<file path="src/rtl/sw_debounce_pkg.sv">
// Shared helpers and board defaults for the switch debouncer.
// Optional edge outputs are enabled with SW_DEBOUNCE_EDGE_OUT_EN.
package sw_debounce_pkg;

    localparam int DEF_WIDTH        = 18;
    localparam int DEF_CLK_HZ       = 50_000_000;
    localparam int DEF_TICK_HZ      = 1000;
    localparam int DEF_STABLE_TICKS = 10;

    // Clocks per sample tick.
    function automatic int calc_div(input int clk_hz, input int tick_hz);
        return clk_hz / tick_hz;
    endfunction

    // Counter width able to hold 0..stable_ticks.
    function automatic int cnt_width(input int stable_ticks);
        return $clog2(stable_ticks + 1);
    endfunction

endpackage

</file>
<file path="src/rtl/sw_debounce_chan.sv">
// One debounce channel: 2-flop synchronizer, stability counter, output bit.
// Edge pulse outputs exist only when SW_DEBOUNCE_EDGE_OUT_EN is defined.
module sw_debounce_chan
    import sw_debounce_pkg::*;
#(
    parameter int   STABLE_TICKS = DEF_STABLE_TICKS,
    parameter logic RESET_VAL    = 1'b0
) (
    input  logic clk,
    input  logic reset,
    input  logic tick,
    input  logic raw,
    output logic level,
    output logic flip
`ifdef SW_DEBOUNCE_EDGE_OUT_EN
    ,
    output logic rise,
    output logic fall
`endif
);

    localparam int            CW   = cnt_width(STABLE_TICKS);
    localparam logic [CW-1:0] LAST = CW'(STABLE_TICKS - 1);

    logic          s1;
    logic          s2;
    logic [CW-1:0] cnt;
    logic [CW-1:0] cnt_next;
    logic          level_next;

    always_comb begin
        // NOTE: every comb output gets a default first so no path leaves it unassigned (no latch).
        level_next = level;
        cnt_next   = cnt;
        if (s2 == level) begin
            cnt_next = '0;
        end else if (tick) begin
            if (cnt == LAST) begin
                level_next = s2;
                cnt_next   = '0;
            end else begin
                cnt_next = cnt + 1'b1;
            end
        end
    end

    assign flip = level_next ^ level;

    // NOTE: state uses non-blocking assignments so every flop samples pre-edge values.
    always_ff @(posedge clk) begin
        if (reset) begin
            s1    <= RESET_VAL;
            s2    <= RESET_VAL;
            cnt   <= '0;
            level <= RESET_VAL;
        end else begin
            s1    <= raw;
            s2    <= s1;
            cnt   <= cnt_next;
            level <= level_next;
        end
    end

`ifdef SW_DEBOUNCE_EDGE_OUT_EN
    always_ff @(posedge clk) begin
        if (reset) begin
            rise <= 1'b0;
            fall <= 1'b0;
        end else begin
            rise <= level_next & ~level;
            fall <= ~level_next & level;
        end
    end
`endif

endmodule

</file>
<file path="src/rtl/sw_debounce.sv">
// Switch-bank synchronizer/debouncer feeding the switch PIO in_port.
// Define SW_DEBOUNCE_EDGE_OUT_EN to add per-bit rise_pulse/fall_pulse outputs.
module sw_debounce
    import sw_debounce_pkg::*;
#(
    parameter int               WIDTH        = DEF_WIDTH,
    parameter int               CLK_HZ       = DEF_CLK_HZ,
    parameter int               TICK_HZ      = DEF_TICK_HZ,
    parameter int               STABLE_TICKS = DEF_STABLE_TICKS,
    parameter logic [WIDTH-1:0] RESET_VAL    = '0
) (
    input  logic             clk,
    input  logic             reset,
    input  logic [WIDTH-1:0] sw_in,
    output logic [WIDTH-1:0] sw_out,
    output logic             changed,
    output logic             tick
`ifdef SW_DEBOUNCE_EDGE_OUT_EN
    ,
    output logic [WIDTH-1:0] rise_pulse,
    output logic [WIDTH-1:0] fall_pulse
`endif
);

    localparam int DIV = calc_div(CLK_HZ, TICK_HZ);
    localparam int PW  = (DIV < 2) ? 1 : $clog2(DIV);
    localparam logic [PW-1:0] PRE_LAST = PW'(DIV - 1);

    if (DIV < 2) begin : g_bad_div
        $error("sw_debounce: CLK_HZ/TICK_HZ must be at least 2");
    end
    if (STABLE_TICKS < 1) begin : g_bad_stable
        $error("sw_debounce: STABLE_TICKS must be at least 1");
    end

    logic [PW-1:0]    pre;
    logic [WIDTH-1:0] flip;

    always_ff @(posedge clk) begin
        if (reset) begin
            pre  <= '0;
            tick <= 1'b0;
        end else begin
            tick <= (pre == PRE_LAST);
            pre  <= (pre == PRE_LAST) ? '0 : pre + 1'b1;
        end
    end

    for (genvar i = 0; i < WIDTH; i++) begin : g_chan
        sw_debounce_chan #(
            .STABLE_TICKS(STABLE_TICKS),
            .RESET_VAL   (RESET_VAL[i])
        ) u_chan (
            .clk  (clk),
            .reset(reset),
            .tick (tick),
            .raw  (sw_in[i]),
            .level(sw_out[i]),
            .flip (flip[i])
`ifdef SW_DEBOUNCE_EDGE_OUT_EN
            ,
            .rise (rise_pulse[i]),
            .fall (fall_pulse[i])
`endif
        );
    end

    // One pulse per cycle in which any channel accepts a new level.
    always_ff @(posedge clk) begin
        if (reset) changed <= 1'b0;
        else       changed <= |flip;
    end

endmodule

</file>
<file path="config.mk">
export PLATFORM = sky130hd
export DESIGN_NAME = sw_debounce
export DESIGN_NICKNAME = d
export VERILOG_FILES = /design/src/rtl/sw_debounce_pkg.sv /design/src/rtl/sw_debounce_chan.sv /design/src/rtl/sw_debounce.sv
export SDC_FILE = /design/constraint.sdc
export NUM_CORES = 1
export LEC_CHECK = 0
export ABC_CLOCK_PERIOD_IN_PS = 6400
export CAP_MARGIN = 20
export CELL_PAD_IN_SITES_DETAIL_PLACEMENT = 0
export CELL_PAD_IN_SITES_GLOBAL_PLACEMENT = 1
export CORE_AREA = 2 2 171 157
export CTS_BUF_LIST = sky130_fd_sc_hd__clkbuf_4
export DETAILED_ROUTE_END_ITERATION = 16
export DIE_AREA = 0 0 173 159
export PLACE_DENSITY = 0.51
export REMOVE_ABC_BUFFERS = 1
export SYNTH_ARGS = -nofsm -noshare
export SYNTH_HDL_FRONTEND = slang
export SYNTH_HIERARCHICAL = 1
export SYNTH_SLANG_ARGS = --single-unit
</file>
<file path="constraint.sdc">
create_clock -name clk -period 6.4 [get_ports clk]
set_input_delay 1.28 -clock clk [delete_from_list [all_inputs] [get_ports clk]]
set_output_delay 1.28 -clock clk [all_outputs]
set_load 0.01 [all_outputs]
</file>
==> metrics.yaml <==
outcome:
  status: "completed"
timing:
  hold_ws_ns: 0.444
  finClkSkew_ns: 0.0266
  tightestPinTransition_ns: 0.840
  setup_ws_ns: 3.27
  drv_slew: 0
  fmax_mhz: 320
  finalHoldViolCount: 0
  period_minus_slack_ns: 3.13
  period_share_pct: 48.9
  final-setup-viol-count: 0
  tns_ns: 0
  rsz0062_at_grt: "no"
  slew_headroom_pct: 44.0
hold_path:
  hold_class: "reg2reg"
  min_from: "g_chan[7].u_chan/s1$_SDFF_PP0_"
  hold-path-endpoint: "g_chan[7].u_chan/s2$_SDFF_PP0_"
  hold_path_depth: 1
clock_tree:
  cts_tree: "yes"
  post_cts_buffers: 0
  cts_resized: 0
  insertion_delay_ns: 0.53
  clkTransAtPathRegs_ns: 0.14
  cts_buffer_depth: 2
  holdBufCountCts: 0
  clock_sinks: 144
  htreeDepth: 4
  cts_buffers: 17
  root_buffer: "clkbuf_4"
pwr:
  clkPwrFrac_pct: 41.1
  p_leak_nw: 2.33
  combPwrFrac_pct: 2.9
  pwr-share-seq_pct: 56.1
  switching_share_pct: 21.8
  power.internal_w: 0.00127
  power_switching_w: 0.000356
  ir_drop_mv: 0.0855
  powerDensity_nw_per_um2: 217
critical_path:
  timing.rr.start: "tick$_SDFF_PP0_"
  timing.rr.end: "changed$_SDFF_PP0_"
  worstPathCellList: "clkdlybuf4s50_1"
  worstSetupPathType: "reg2out"
  crit_arrival_ns: 1.85
  r2r_slack_ns: 3.99
  critPathTopFamily: "flip-flops"
  critPathMaxFanout: 36
  slowest_stage: "dfxtp_4"
  cp.buffers_inverters: 1
  end_kind: "output pin"
  rr_worst_depth: 7
  cp-start-kind: "flop"
  worstPathRequired_ns: 5.12
  cpPeakStageDelay_ns: 0.67
logic_synthesis:
  synth_seq_cells: 144
  ys_types: 34
  yosys-top-cells-area: "dfxtp_1 (45%), xnor2_1 (6.6%), nand2b_1 (5.3%), nor2b_1 (5.3%), nor2_1 (3.2%)"
  avgSynthCellArea_um2: 9.53
  netlist_instances: 665
  syn_area_um2: 6340
  yosys_warnings: 6
  synth_top_area_share_pct: 45.5
  yosysTopAreaCell: "dfxtp_1"
  synth_seq_area_share_pct: 45.5
die:
  die_h_um: 159
  num_rows: 56
  dieArea_um2: 27500
  start_util_pct: 24.7
  core_um2: 25600
  fp.dieW_um: 173
  ios: 40
global_routing:
  grt.overflow.total: 0
  antenna_found_initial: 1
  grt_max_degree: 52
  grt_usage_pct: 9.59
  grt_first_pass_wirelength_mm: 21.5
  first_global_vias: 4434
final_layout:
  fin_area_um2: 7490
  final_nets: 745
  instances_no_fill: 1086
  drive_gt1_share_pct: 13.3
  area_delta_synth_final_pct: 18.2
place:
  gp_congestion: 0.723
  post-place-ws_ns: 3.48
  port_buffers: 39
  dp_hpwl_mm: 8.72
  dpl_cell_area_um2: 7170
  placedCellCount: 1053
drt:
  drtIter0Drc: 176
  wirelength_mm: 12.7
  drtPass1Iterations: 4
  via_per_inst: 4.27
  ant_nets: 0
  vias: 4634
  drc: 0
  routedWlPerCell_um: 11.7
job:
  cap_violations: 0
-- how the worst max path moves through the flow --
stage | start | end | slack, ns | depth (start not counted)
6_report | tick$_SDFF_PP0_ | tick | 3.27 | 1
5_1_grt | tick$_SDFF_PP0_ | tick | 3.12 | 1
4_1_cts | tick$_SDFF_PP0_ | tick | 3.18 | 1
3_5_place_dp | reset | g_chan[14].u_chan/cnt[0]$_SDFFE_PP0P_ | 3.48 | 4
3_3_place_gp | reset | g_chan[5].u_chan/cnt[0]$_SDFFE_PP0P_ | 3.52 | 4
2_1_floorplan | tick$_SDFF_PP0_ | tick | 3.26 | 0
-- cell type report --
class,count,area (µm²)
diodes,1,2.50
clock buffers,17,128
clock inverters,15,198
fillers,2717,18100
inverters,4,15.0
multi-input cells,516,3430
flip-flops and latches,144,2890
well taps,348,435
repair buffers,41,400
-- Yosys cell counts (all sizes together) --
library cell  number
dfxtp            144
nor2              56
nand2b            55
nor2b             54
xnor2             48
nand2             38
a21oi             36
o21ai             36
nor4              26
nand3             25
nor3              22
xor2              20
and2b             18
and4b             18
mux2i             18
or2               18
or3b              18
inv                4
nand4              4
and4bb             2
and3               1
buf                1
ha                 1
nor4b              1
or4                1
-- power by group through the flow --
| stage | Combinational [W] | Clock, W | Sequential (W) |
|---|---|---|---|
| 6_report | 0.0000469 | 0.000669 | 0.000914 |
| 5_1_grt | 0.0000525 | 0.000745 | 0.000916 |
| 4_1_cts | 0.0000485 | 0.000709 | 0.000914 |
| 3_5_place_dp | 0.0000481 | 0 | 0.000934 |
| 3_3_place_gp | 0.0000476 | 0 | 0.000934 |
| 2_1_floorplan | 0.0000241 | 0 | 0.000933 |
-- cells in the final DEF, fill, tap and decap left out, types with 17 or more instances in the layout --
cell and count:
nor3_1 22, clkbuf_4 17, a21oi_1 18, xor2_1 20
and2b_1 18, xnor2_1 48, and4b_1 18, nor4_1 22
nand2_2 18, dfxtp_1 143, or3b_1 18, clkdlybuf4s50_1 38
mux2i_1 18, or2_2 18, nor2b_1 54, a21oi_2 18
o21ai_0 36, nand2_1 20, nor2_1 54, nand2b_1 54
nand3_1 23
-- logic make-up (layout without fill, tap and decap cells) --
logic type	count (synthesis)	in the layout	share of synthesized area, %
adders and majority gates	1	1	0.197
AOI/OAI and AO/OA	72	72	6.75
muxes	18	18	2.84
buffers and inverters	5	77	0.414
and+or+nand+nor	357	357	34.9
other	0	1	0
xor gates and xnor gates	68	68	9.40
DFF	144	144	45.5
-- routing by layer --
| metal | GRT usage, % | part of all wire (%) |
|---|---|---|
| met5 | 0 | 0 |
| met1 | 12.3 | 50 |
| met4 | 2.73 | 0.97 |
| met3 | 3.27 | 3.0 |
| met2 | 15.3 | 46 |
-- flip-flops by register name, summed over array words and instances (netlist names) --
name	cells
g_chan.u_chan/cnt	72
g_chan.u_chan/level	18
g_chan.u_chan/s1	18
g_chan.u_chan/s2	18
pre	16
changed	1
tick	1
-- metrics by stage --
stage	power (W)	utilization, %
final	0.00163	29.2
after CTS	0.00167	29.2
after global placement	0.000982	27.9
after detailed placement	0.000982	27.9
after floorplan	0.000957	-
after global routing	0.00171	29.2
(Power assumes the default switching activity.)
